File: src/rtl/pattern_serializer.sv
// Serial transmitter: shifts a WIDTH-bit pattern out MSB-first, repeat_count
// times back-to-back, after a valid/ready load. All outputs are registered.
module pattern_serializer #(
    parameter int unsigned WIDTH    = 6,
    parameter int unsigned CNT_W    = 4,
    parameter logic        IDLE_BIT = 1'b0
) (
    input  logic             clock,
    input  logic             reset,
    input  logic             load_valid,
    output logic             load_ready,
    input  logic [WIDTH-1:0] pattern,
    input  logic [CNT_W-1:0] repeat_count,
    input  logic             abort,
    output logic             x,
    output logic             frame_start,
    output logic             busy,
    output logic             done,
    output logic             aborted
);

    localparam int unsigned BIT_W = (WIDTH > 1) ? $clog2(WIDTH) : 1;
    localparam logic [BIT_W-1:0] LAST_BIT = BIT_W'(WIDTH - 1);

    typedef enum logic {
        ST_IDLE = 1'b0,
        ST_SEND = 1'b1
    } state_e;

    state_e           state_q, state_d;
    logic [WIDTH-1:0] shift_q, shift_d;
    logic [BIT_W-1:0] bit_cnt_q, bit_cnt_d;
    logic [CNT_W-1:0] copies_q, copies_d;
    logic             x_q, x_d;
    logic             load_ready_q, load_ready_d;
    logic             frame_start_q, frame_start_d;
    logic             busy_q, busy_d;
    logic             done_q, done_d;
    logic             aborted_q, aborted_d;

    // The register rotates so the bit currently on x always sits at the MSB;
    // after WIDTH rotations it is back to the original pattern for the next copy.
    logic [WIDTH-1:0] shift_rot;
    logic [CNT_W-1:0] copies_dec;

    assign shift_rot  = {shift_q[WIDTH-2:0], shift_q[WIDTH-1]};
    assign copies_dec = copies_q - CNT_W'(1);

    always_ff @(posedge clock) begin
        if (reset) begin
            state_q       <= ST_IDLE;
            shift_q       <= '0;
            bit_cnt_q     <= '0;
            copies_q      <= '0;
            x_q           <= IDLE_BIT;
            load_ready_q  <= 1'b1;
            frame_start_q <= 1'b0;
            busy_q        <= 1'b0;
            done_q        <= 1'b0;
            aborted_q     <= 1'b0;
        end else begin
            state_q       <= state_d;
            shift_q       <= shift_d;
            bit_cnt_q     <= bit_cnt_d;
            copies_q      <= copies_d;
            x_q           <= x_d;
            load_ready_q  <= load_ready_d;
            frame_start_q <= frame_start_d;
            busy_q        <= busy_d;
            done_q        <= done_d;
            aborted_q     <= aborted_d;
        end
    end

    // Next-state logic; the registered outputs describe the cycle after the edge.
    always_comb begin
        state_d       = state_q;
        shift_d       = shift_q;
        bit_cnt_d     = bit_cnt_q;
        copies_d      = copies_q;
        x_d           = IDLE_BIT;
        frame_start_d = 1'b0;
        done_d        = 1'b0;
        aborted_d     = 1'b0;

        case (state_q)
            ST_IDLE: begin
                if (load_valid && load_ready_q) begin
                    shift_d   = pattern;
                    copies_d  = repeat_count;
                    bit_cnt_d = '0;
                    if (repeat_count != '0) begin
                        state_d       = ST_SEND;
                        x_d           = pattern[WIDTH-1];
                        frame_start_d = 1'b1;
                    end else begin
                        done_d = 1'b1;
                    end
                end
            end
            ST_SEND: begin
                if (abort) begin
                    state_d   = ST_IDLE;
                    aborted_d = 1'b1;
                end else if (bit_cnt_q == LAST_BIT) begin
                    copies_d = copies_dec;
                    if (copies_dec == '0) begin
                        state_d = ST_IDLE;
                        done_d  = 1'b1;
                    end else begin
                        bit_cnt_d     = '0;
                        shift_d       = shift_rot;
                        x_d           = shift_rot[WIDTH-1];
                        frame_start_d = 1'b1;
                    end
                end else begin
                    bit_cnt_d = bit_cnt_q + BIT_W'(1);
                    shift_d   = shift_rot;
                    x_d       = shift_rot[WIDTH-1];
                end
            end
            default: begin
                state_d = ST_IDLE;
            end
        endcase

        busy_d       = (state_d == ST_SEND);
        load_ready_d = (state_d == ST_IDLE);
    end

    assign x           = x_q;
    assign load_ready  = load_ready_q;
    assign frame_start = frame_start_q;
    assign busy        = busy_q;
    assign done        = done_q;
    assign aborted     = aborted_q;

endmodule

File: config.mk
export PLATFORM = sky130hd
export DESIGN_NAME = pattern_serializer
export DESIGN_NICKNAME = d
export VERILOG_FILES = /design/src/rtl/pattern_serializer.sv
export SDC_FILE = /design/constraint.sdc
export NUM_CORES = 1
export LEC_CHECK = 0
export ABC_AREA = 1
export CAP_MARGIN = 0
export CORE_ASPECT_RATIO = 0.6
export CORE_MARGIN = 2
export CORE_UTILIZATION = 30
export DETAILED_ROUTE_END_ITERATION = 8
export GPL_TIMING_DRIVEN = 0
export HOLD_SLACK_MARGIN = 0.1
export PLACE_DENSITY = 0.63
export SLEW_MARGIN = 10
export SYNTH_ARGS = -nofsm -noshare
export SYNTH_HDL_FRONTEND = slang
export SYNTH_SLANG_ARGS = --single-unit
File: constraint.sdc
create_clock -name clock -period 1.3 [get_ports clock]
set_input_delay 0.195 -clock clock [delete_from_list [all_inputs] [get_ports clock]]
set_output_delay 0.195 -clock clock [all_outputs]
set_load 0.02 [all_outputs]
==> run metrics, run 1 <==
CP max FO=6; final antenna-violating net count=0; crit end category=flop; RSZ-0062 raised after global routing=yes; DRT iter0 DRCs=58; Post-CTS Hold Buffers=0; FMAX=0.698 GHz; ant diodes=0; Synth Warn #=0; worst hold path class=input pin to flop; Die Height=49.5 microns; Comb pwr share=29.1%; clk slew on worst S/H paths=0.08 ns; switching share of total power=33.1%; Pleak=0.609 nW; sequential area share after synthesis=36.8%; routed vias=985; via density per instance=4.71; antenna violations before repair=0; Clock Path Buffers=2; Tot GR Track Use=14.5%; Final Hold Fails=0; First-pass DRT Iterations=4; DRC=0; setup ws final=-0.132 ns; library cells used by synthesis=24; clock share of power=27.2%; maxcap violations=0; fillcell total=342; H-Tree Depth=1; status=complete, but fails checks; Arr. time, crit path=1.63 ns; IO Pins=20; Reg power frac=43.7%; Fin Clk Skew=0.00761 ns; TritonCTS Sinks=19; largest net degree at the start of global routing=12; nature of the critical path startpoint=flop; relative slew slack=77.8%; die area=3950 sq um; post-layout power=1.54 mW; NumNets Final=181; wire length per cell=13.3 microns; grt total ovfl=0; failing checks=setup timing; pre-CTS setup slack=-0.227 ns; Pins Over Slew Limit=0; TritonCTS buffer count=3; share of layout cells above drive strength 1=35.4%; initial cell density of the core=31.5%; Worst Tran Pin Value=0.333 ns; PwrDens=1040 nW/um^2; core box area=3280 sq um; Area Overhead vs Synth=44.1%; CTS tree=built; clock root buffer=clkbuf_8; Worst Path Class, Setup=flop to flop; internal power=1.03 mW; Post-Route WL=2780 microns; Syn Area/Cell=7.66 sq um; fin crit period=1.43 ns; most common cell after layout, fill and taps aside=nand2_1; Cells after Synth=135; Core Rows=16; Post-Syn Area=1030 sq um; first-pass GRT wire length=4370 microns; FF+latch count, synth=19; port bufs=18; placed wire-length estimate=2000 microns; most frequent cells in the layout=24 x nand2_1, 16 x dfxtp_1, 13 x nor2_1; final worst-path cycle share=110%; Die W=79.8 microns; Syn Nets=151; maximum vdd ir drop=0.000381 V; Net Switching=0.512 mW; GPL Wtd Cong=0.852; vias in the first global route=872; Worst EP required=1.50 ns; setup violators final=13; worst skew pair latency=0.26 ns
-- synthesized netlist by cell type (all sizes together) --
library cell  instances  area share [%]
xnor2                 1            0.85
a21oi                 9             5.8
a31oi                 2             1.2
o21bai                1            0.73
inv                  15             5.7
nand4                 8             4.8
mux2i                 6             5.8
a211oi                1             1.2
ha                    2             2.4
buf                   3             1.7
dfxtp                19              37
nor2                 22              10
nand2                32              13
o21ai                 4             1.9
nand3                10             7.7
-- sequential cells by signal, indices dropped and copies added, names as in the netlist --
signal	cells
busy	1
x	1
copies_q	4
load_ready	1
shift_q	6
done	1
bit_cnt_q	3
frame_start	1
aborted	1
-- critical path, cell delays in order (launching register included) --
cell     delay [ns]
dfxtp_4        0.37
inv_4          0.06
ha_4           0.14
inv_2          0.03
nand2_2        0.06
nand2_4        0.07
nor2_4         0.17
nand3_4        0.12
buf_12         0.15
nand4_1        0.07
nand2_1        0.06
nor2_1         0.08
-- final timing paths --
check                           depth (start not counted)  slack, ns                       from                         to
worst max register to register                         11      -0.13   copies_q[1]$_SDFFE_PP0P_    shift_q[5]$_SDFFE_PP0P_
worst min register to register                          1       0.45  bit_cnt_q[0]$_SDFFE_PP0P_  bit_cnt_q[0]$_SDFFE_PP0P_
worst min-delay path                                    2       0.26                      reset  bit_cnt_q[1]$_SDFFE_PP0P_
worst max-delay path                                   11      -0.13   copies_q[1]$_SDFFE_PP0P_    shift_q[5]$_SDFFE_PP0P_
-- timing repair --
item                                    4_1_cts  5_1_grt
pin swaps                                     6       13
gates resized for setup                      12       22
endpoints found under the setup margin       21       16
buffers inserted                              2        5
gates cloned                                  0        0
-- routing by layer --
layer  GRT usage [%]  vias to the layer above  wire length [microns]  part of all wire (%)
li1                -                      505                      -                     -
met1            21.8                      454                   1410                    51
met2            19.2                       21                   1200                    43
met3            4.95                        5                    152                   5.5
met4            4.24                        0                     24                  0.86
met5               0                        -                      0                     0
-- cell type report --
cell class	instances	area, sq um	area share (%)
flip-flops and latches	19	389	26.1
clock inverters	1	5.00	0.336
inverters	15	66.3	4.45
plain buffers	3	17.5	1.18
multi-input cells	98	676	45.4
well taps	45	56.3	3.78
clock buffers	3	41.3	2.77
repair buffers	25	238	16.0
-- metrics by stage --
| stage | hold WS (ns) | instance area (sq um) | cells | setup TNS (ns) | utilization [%] |
|---|---|---|---|---|---|
| finish | 0.256 | 1490 | 209 | -1.04 | 45.4 |
| global route | 0.261 | 1490 | 209 | -2.31 | 45.4 |
| CTS | 0.210 | 1350 | 204 | -1.05 | 41.2 |
| detailed placement | 0.460 | 1280 | 198 | -2.80 | 39.1 |
| global placement | 0.454 | 1280 | 198 | -1.88 | 39.1 |
| floorplan | 0.333 | 1050 | 135 | -0.0463 | - |
-- power by group through the flow --
stage / logic, mW / registers [mW] / clock network [mW]
finish: 0.449 / 0.675 / 0.420
detailed placement: 0.379 / 0.681 / 0
floorplan: 0.249 / 0.686 / 0
global placement: 0.368 / 0.677 / 0
CTS: 0.390 / 0.667 / 0.433
global route: 0.494 / 0.682 / 0.459
-- logic make-up after synthesis --
| logic type | count (synthesis) | share of synthesized area (%) |
|---|---|---|
| AOI/OAI and AO/OA | 17 | 10.9 |
| xor gates and xnor gates | 1 | 0.848 |
| adders and majority gates | 2 | 2.42 |
| buffers and inverters | 18 | 7.39 |
| DFF | 19 | 36.8 |
| muxes | 6 | 5.81 |
| and+or+nand+nor | 72 | 35.8 |
No activity file was read; power rests on OpenSTA's default activity.
==> run 2: changes to the inputs <==
--- a/config.mk
+++ b/config.mk
@@ -11,9 +11,10 @@
 export CORE_MARGIN = 2
 export CORE_UTILIZATION = 30
 export DETAILED_ROUTE_END_ITERATION = 8
-export GPL_TIMING_DRIVEN = 0
+export GPL_TIMING_DRIVEN = 1
 export HOLD_SLACK_MARGIN = 0.1
 export PLACE_DENSITY = 0.63
+export SKIP_CTS_REPAIR_TIMING = 1
 export SLEW_MARGIN = 10
 export SYNTH_ARGS = -nofsm -noshare
 export SYNTH_HDL_FRONTEND = slang
==> run 2 against run 1 <==
The run still ends with setup timing left. Total power grew 3.7%. Cell area grew 5.6%. Utilization grew 2.6 points. Non-clock buffer count grew 10. First-iteration DRC count shrank 26%. Register-to-register slack is essentially flat. Maximum frequency grew 0.61%. Critical path depth is the same. Global-route usage grew 0.19 points. Via count grew 0.81%. Clock power shrank 1%. Critical endpoint is now shift_q[1]$_SDFFE_PP0P_. Highest routed layer is now met3.
==> run metrics, run 2 (same netlist as run 1, synthesis figures left out) <==
first-pass GRT wire length=4460 microns; largest net degree at the start of global routing=12; switching share of total power=32.0%; port bufs=19; IO Pins=20; Finished Core Util=47.9%; routed vias=993; crit end category=flop; final setup TNS=-0.904 ns; NumNets Final=191; setup violators final=11; setup ws final=-0.123 ns; Area Overhead vs Synth=52.2%; clk slew on worst S/H paths=0.07 ns; share of layout cells above drive strength 1=40.2%; most frequent cells in the layout=22 x nand2_1, 18 x buf_4, 16 x dfxtp_1; PwrDens=1020 nW/um^2; CP max-delay cell=dfxtp_2; DR WL met2=1110 microns; clock share of power=25.8%; die area=3950 sq um; failing checks=setup timing; Arr. time, crit path=1.59 ns; RSZ-0062 raised after global routing=yes; CP max FO=7; relative slew slack=78.8%; fillcell total=319; vias in the first global route=932; Reg power frac=42.2%; Worst EP required=1.46 ns; DRT iter0 DRCs=43; Post-Route WL=2660 microns; wire length per cell=12.2 microns; r2r setup slk=-0.12 ns; Clock Path Buffers=2; TritonCTS Sinks=19; H-Tree Depth=1; max FFs per register=6; M1 wire length=1430 microns; TritonCTS buffer count=3; Pins Over Slew Limit=0; Net Switching=0.513 mW; crit-path cells=inv_2, ha_4, inv_2, nand2_2, nand2_2, nor2_4, nand3_4, nand3_4, inv_8, nor2_4, nor2_2; status=complete, but fails checks; Final Hold Fails=0; met3 WL post-DR=131 microns; maximum vdd ir drop=0.000433 V; initial cell density of the core=31.5%; Comb pwr share=32.0%; Pleak=0.718 nW; Die W=79.8 microns; Reg area=384 sq um; placed wire-length estimate=2040 microns; post-layout power=1.60 mW; DR top layer=met3; crit-path max cell delay=0.32 ns; via density per instance=4.53; CTS tree=built; grt total ovfl=0; worst skew pair latency=0.26 ns; ant diodes=0; internal power=1.09 mW; worst hold path class=flop to flop; Worst Path Class, Setup=flop to flop; FMAX=0.703 GHz; Fin Clk Skew=0.00277 ns; fin crit period=1.42 ns; Tot GR Track Use=14.7%; largest reg by FF count=shift_q; Core Rows=16; Multi-input gate area=671 sq um; antenna violations before repair=0; clock root buffer=clkbuf_8; final antenna-violating net count=0; Worst Tran Pin Value=0.317 ns; nature of the critical path startpoint=flop; Die Height=49.5 microns; most common cell after layout, fill and taps aside=nand2_1; biggest regs=shift_q (6), copies_q (4), bit_cnt_q (3); final worst-path cycle share=109%; core box area=3280 sq um; GPL Wtd Cong=0.844; DRC=0; maxcap violations=0; First-pass DRT Iterations=4
-- run 2: changes by cell type in the layout (fill, tap and decap cells not counted), sizes merged --
cell	change
clkdlybuf4s50	+1
dlygate4sd2	-6
dlymetal6s2s	+6
buf	+9
-- run 2: per-stage QoR --
stage	instances	area, sq um	hold WS [ns]	setup slack [ns]
3_5_place_dp	211	1390	0.458	-0.122
2_1_floorplan	135	1050	0.333	-0.00772
3_3_place_gp	211	1390	0.456	-0.0888
5_1_grt	219	1570	0.500	-0.223
6_report	219	1570	0.485	-0.123
4_1_cts	215	1440	0.477	-0.184
-- run 2: layer usage --
layer / vias up / global-route usage, %
met4: 0 / 1.69
met5: - / 0
met3: 0 / 5.31
met2: 19 / 20.2
li1: 521 / -
met1: 453 / 22.4
-- run 2: path summary, 6_finish.rpt --
path,start,to,cells after the start
worst max-delay path,copies_q[0]$_SDFFE_PP0P_,shift_q[1]$_SDFFE_PP0P_,11
worst min-delay path,shift_q[3]$_SDFFE_PP0P_,shift_q[3]$_SDFFE_PP0P_,2
worst max register to register,copies_q[0]$_SDFFE_PP0P_,shift_q[1]$_SDFFE_PP0P_,11
worst min register to register,shift_q[3]$_SDFFE_PP0P_,shift_q[3]$_SDFFE_PP0P_,2
-- run 2: power by group through the flow --
stage               Combinational [mW]  Clock [mW]  Sequential, mW
global placement                 0.427           0           0.676
detailed placement               0.436           0           0.679
CTS                              0.438       0.426           0.666
floorplan                        0.249           0           0.686
finish                           0.512       0.414           0.676
global route                     0.567       0.468           0.684
-- run 2: worst max-delay path: cells and delay by family, from the launching register on --
kind / cells / cell delay [ns]
buffers and inverters: 3 / 0.18
and+or+nand+nor: 7 / 0.68
DFF: 1 / 0.32
adders and majority gates: 1 / 0.15
-- run 2: final cells by class --
type	instances	area share (%)
clock buffers	3	2.63
clock inverters	1	0.318
well taps	45	3.58
inverters	15	4.06
repair buffers	38	22.4
multi-input cells	98	42.6
flip-flops and latches	19	24.4
